<file path="config.mk">
export PLATFORM = sky130hd
export DESIGN_NAME = bin_to_bcd_seq
export DESIGN_NICKNAME = d
export VERILOG_FILES = /design/src/rtl/bin_to_bcd_seq.sv
export SDC_FILE = /design/constraint.sdc
export NUM_CORES = 1
export LEC_CHECK = 0
export ABC_CLOCK_PERIOD_IN_PS = 3450
export BUFFER_PORTS_ARGS = -buffer_cell sky130_fd_sc_hd__buf_2
export CAP_MARGIN = 0
export CELL_PAD_IN_SITES_DETAIL_PLACEMENT = 0
export CELL_PAD_IN_SITES_GLOBAL_PLACEMENT = 1
export CORE_ASPECT_RATIO = 0.75
export CORE_UTILIZATION = 45
export CTS_BUF_LIST = sky130_fd_sc_hd__clkbuf_2
export DETAILED_ROUTE_END_ITERATION = 7
export GPL_TIMING_DRIVEN = 0
export PLACE_DENSITY = 0.86
export RECOVER_POWER = 50
export SKIP_CTS_REPAIR_TIMING = 1
export SLEW_MARGIN = 5
export SYNTH_ARGS = -nofsm -noshare
export SYNTH_HDL_FRONTEND = slang
export SYNTH_SLANG_ARGS = --single-unit
</file>
<file path="constraint.sdc">
create_clock -name clk -period 3.45 [get_ports clk]
set_clock_uncertainty 0.05 [all_clocks]
set_input_delay 0.1725 -clock clk [delete_from_list [all_inputs] [get_ports clk]]
set_output_delay 0.1725 -clock clk [all_outputs]
set_load 0.01 [all_outputs]
</file>
<file path="src/rtl/bin_to_bcd_seq.sv">
// Sequential binary-to-BCD converter using shift-and-add-3, one input bit per clock.
// A start/busy/done handshake lets a controller request a conversion and wait for it.
// The four low decimal digits are registered; ovf flags a converted value above 9999.
module bin_to_bcd_seq #(
    parameter int unsigned WIDTH = 14
) (
    input  logic             clk,
    input  logic             resetn,
    input  logic             start,
    input  logic [WIDTH-1:0] bin,
    output logic             busy,
    output logic             done,
    output logic [3:0]       d3,
    output logic [3:0]       d2,
    output logic [3:0]       d1,
    output logic [3:0]       d0,
    output logic             ovf
);

    localparam int unsigned DIGITS = 5;
    localparam int unsigned BCD_W  = 4 * DIGITS;
    localparam int unsigned CNT_W  = (WIDTH > 1) ? $clog2(WIDTH) : 1;
    localparam logic [CNT_W-1:0] LAST_CNT = CNT_W'(WIDTH - 1);

    typedef enum logic [1:0] {
        IDLE  = 2'd0,
        SHIFT = 2'd1,
        DONE  = 2'd2
    } state_t;

    state_t             state;
    state_t             state_n;
    logic [WIDTH-1:0]   shreg;
    logic [BCD_W-1:0]   bcd;
    logic [BCD_W-1:0]   bcd_adj;
    logic [BCD_W-1:0]   bcd_shift;
    logic [CNT_W-1:0]   count;
    logic               last_shift;

    // Add 3 to every digit that is 5 or more, then shift in the next binary bit
    always_comb begin
        bcd_adj = bcd;
        for (int i = 0; i < int'(DIGITS); i++) begin
            if (bcd[4*i +: 4] >= 4'd5) begin
                bcd_adj[4*i +: 4] = bcd[4*i +: 4] + 4'd3;
            end
        end
        bcd_shift  = {bcd_adj[BCD_W-2:0], shreg[WIDTH-1]};
        last_shift = (state == SHIFT) && (count == LAST_CNT);
    end

    // Next-state logic
    always_comb begin
        state_n = state;
        unique case (state)
            IDLE:    if (start) state_n = SHIFT;
            SHIFT:   if (count == LAST_CNT) state_n = DONE;
            DONE:    state_n = IDLE;
            default: state_n = IDLE;
        endcase
    end

    // State register with registered busy/done decoded from the next state
    always_ff @(posedge clk) begin
        if (!resetn) begin
            state <= IDLE;
            busy  <= 1'b0;
            done  <= 1'b0;
        end else begin
            state <= state_n;
            busy  <= (state_n != IDLE);
            done  <= (state_n == DONE);
        end
    end

    // Datapath: capture on accept, shift while converting, publish on the final shift
    always_ff @(posedge clk) begin
        if (!resetn) begin
            shreg <= '0;
            bcd   <= '0;
            count <= '0;
            d3    <= 4'd0;
            d2    <= 4'd0;
            d1    <= 4'd0;
            d0    <= 4'd0;
            ovf   <= 1'b0;
        end else begin
            if (state == IDLE && start) begin
                shreg <= bin;
                bcd   <= '0;
                count <= '0;
            end else if (state == SHIFT) begin
                shreg <= shreg << 1;
                bcd   <= bcd_shift;
                count <= count + CNT_W'(1);
            end
            if (last_shift) begin
                d3  <= bcd_shift[15:12];
                d2  <= bcd_shift[11:8];
                d1  <= bcd_shift[7:4];
                d0  <= bcd_shift[3:0];
                ovf <= |bcd_shift[19:16];
            end
        end
    end

endmodule

</file>
==> results.yml <==
detailed_routing:
  viasPerCell: 5.172
  first_pass_iters: 4
  drc: 0
  wl_per_cell_um: 14.21
  vias: 2250
  drt_iter0_markers: 111
  wl_um: 6181
  drtAntennaViolNets: 0
job:
  cap_violations: 0
cts:
  clockBufferDepth: 2
  cts_max_level: 3
  root_buffer: "clkbuf_2"
  clk_pin_slew_worst_paths_ns: 0.17
  clkLatencyLatePin_ns: 0.49
  cts_tree: "built"
  cts_made_buffers: 9
  clock_sinks: 59
pwr:
  power.total_mw: 1.175
  powerDensity_nw_per_um2: 380.4
  p_leak_nw: 1.125
  ir_worst_vdd_v: 0.0002584
worst_setup_path:
  crit_buf_inv: 1
  worst-path-max-fanout: 10
  end_kind: "flip-flop"
  start_kind: "flip-flop"
  rrSetupSlack_ns: 1.38
  crit_chain: "nand2b_1 > buf_2 > nor2_1 > nand2_2 > o22ai_1"
  r2r_start: "state[0]$_SDFF_PN0_"
  slowest_delay_ns: 0.61
  criticalPathCategory: "flip-flop to flip-flop"
  slowest_stage: "nor2_1"
  crit_family: "simple AND/OR/NAND/NOR gates"
  critPathArrivalTime_ns: 2.42
  cp.required_ns: 3.80
  startpoint: "state[0]$_SDFF_PN0_"
global_routing:
  antenna_found_initial: 0
  grt_use_total_pct: 21.16
  grt_overflow_total: 0
  first_global_vias: 1983
  grt_pass1_wl_um: 9880
  grt_max_degree: 11
place:
  dp_hpwl_um: 4232
  port_buffers: 34
  gp_congestion: 0.8111
  post-place-ws_ns: 1.784
  place_inst: 405
  postPlaceCellArea_um2: 2934
synth:
  ys_types: 33
  yosys_warnings: 0
  ys_seq_elements: 59
  synthMuxAreaShare_pct: 2.858
  post-synth-top-area-cell: "dfxtp_1"
  synth-simple-area-share_pct: 16.64
  seq_area_frac_synth_pct: 44.24
  synth_area_leaders: "dfxtp_1 44%, o22ai_1 6.8%, ha_1 5.6%"
  avgSynthCellArea_um2: 9.020
  synth_top_family_by_area: "compound AO/OA/AOI/OAI gates"
  yosysTopAreaCellShare_pct: 44.24
  syn-cell-area_um2: 2670
  synth_fa_ha_area_share_pct: 5.623
  synth_nets: 325
  synth_xor_xnor_area_share_pct: 2.624
  synth_compound_area_share_pct: 22.40
  syn_inst: 296
floorplan:
  fp.dieH_um: 68.71
  core_um2: 5525
  fp.dieArea_um2: 6249
  die_x_um: 90.95
  io_pins: 36
  start_util_pct: 48.32
  rows: 23
final_layout:
  ff_latch_area_um2: 1181
  drive_gt1_share_pct: 15.83
  multi_input_area_um2: 1308
  n_fill_cell: 548
  final_common_cell: "dfxtp_1"
  area_growth_pct: 15.70
  nNetsFinal: 385
  stdcell_count: 435
  final_util_pct: 55.91
  n_antenna_cell: 0
  mostFrequentLayoutCells: "59 x dfxtp_1, 35 x nand2_1, 29 x o22ai_1"
  fin_area_um2: 3089
hold_path:
  worstHoldStart: "start"
  hold_class: "input pin to flip-flop"
sta:
  hold_viol: 0
  slew_violations: 0
  fmax_ghz: 0.4834
  period_share_pct: 59.96
  holdWs_ns: 0.05008
  finalSetupViolations: 0
  fin_tns_setup_ns: 0
  setup_ws_ns: 1.382
  period_needed_ns: 2.069
  maxSlewHeadroom_pct: 48.80
  rsz0062_at_grt: "false"
  tightest_slew_ns: 0.7652
run_status:
  status: "completed"
per-layer routing:
| metal | wire [um] | global-route usage [%] |
|---|---|---|
| met5 | 0 | 0 |
| met4 | 41 | 5.357 |
| met3 | 300 | 8.224 |
| met2 | 2684 | 31.34 |
| met1 | 3155 | 28.89 |
cells in the mapped netlist:
cell and number:
nand2_1 35, o22ai_1 29, and2b_1 1, mux2_2 5
nand4_1 1, nand3_1 6, o21ba_2 1, xor2_1 2
clkbuf_1 2, a21oi_1 23, dfxtp_1 59, nor2b_1 1
inv_1 15, and3_4 1, ha_1 12, a41oi_1 1
mux2i_1 2, a211oi_2 10, nor2_2 5, buf_2 9
buf_6 3, o21ai_0 20, nor2_1 20, nand2_2 1
nand2b_4 1, a211oi_1 3, nand2b_1 6, nor2_8 1
xnor2_1 6, nor3b_1 9, o22ai_2 2, inv_2 2
o21ai_1 2
final timing paths:
path | cells past startpoint | endpoint
worst max-delay path | 5 | d2[1]$_SDFFE_PN0P_
worst min-delay path | 4 | shreg[11]$_SDFFE_PN0P_
worst min register to register | 2 | shreg[2]$_SDFFE_PN0P_
worst max register to register | 5 | d2[1]$_SDFFE_PN0P_
registers in the layout (all words and copies together) (netlist names):
register  flops
bcd          20
shreg        14
count         4
d0            4
d1            4
d2            4
d3            4
state         2
busy          1
done          1
ovf           1
area by class of cell:
class                      instances  share of cell area [%]
sequential                        59                   38.23
clock buffer                      10                   1.620
inverter                          17                   2.066
buffer                            14                   2.430
tap                               75                   3.038
clock inverter                     5                  0.6885
multi-input combinational        206                   42.32
timing repair buffer              49                   9.599
where the power goes:
part | internal, mW | switching [mW] | leakage (nW)
registers | 0.701 | 0.0147 | 0.479
clock network | 0.0847 | 0.241 | 0.0541
logic | 0.0576 | 0.0759 | 0.592
total | 0.844 | 0.332 | 1.13
worst min-delay path: cells and delay by family:
family | cells | cell delay (ns)
and+or+nand+nor | 1 | 0.08
buffers and inverters | 1 | 0.10
AOI/OAI and AO/OA | 2 | 0.19
logic make-up (layout without fill, tap and decap cells):
family                     Yosys count  count (layout)
adders and majority gates           12              12
muxes                                7               7
DFF                                 59              59
and+or+nand+nor                     88              88
AOI/OAI and AO/OA                   91              91
xor gates and xnor gates             8               8
buffers and inverters               31              95
Power figures use the tool's default switching activity.
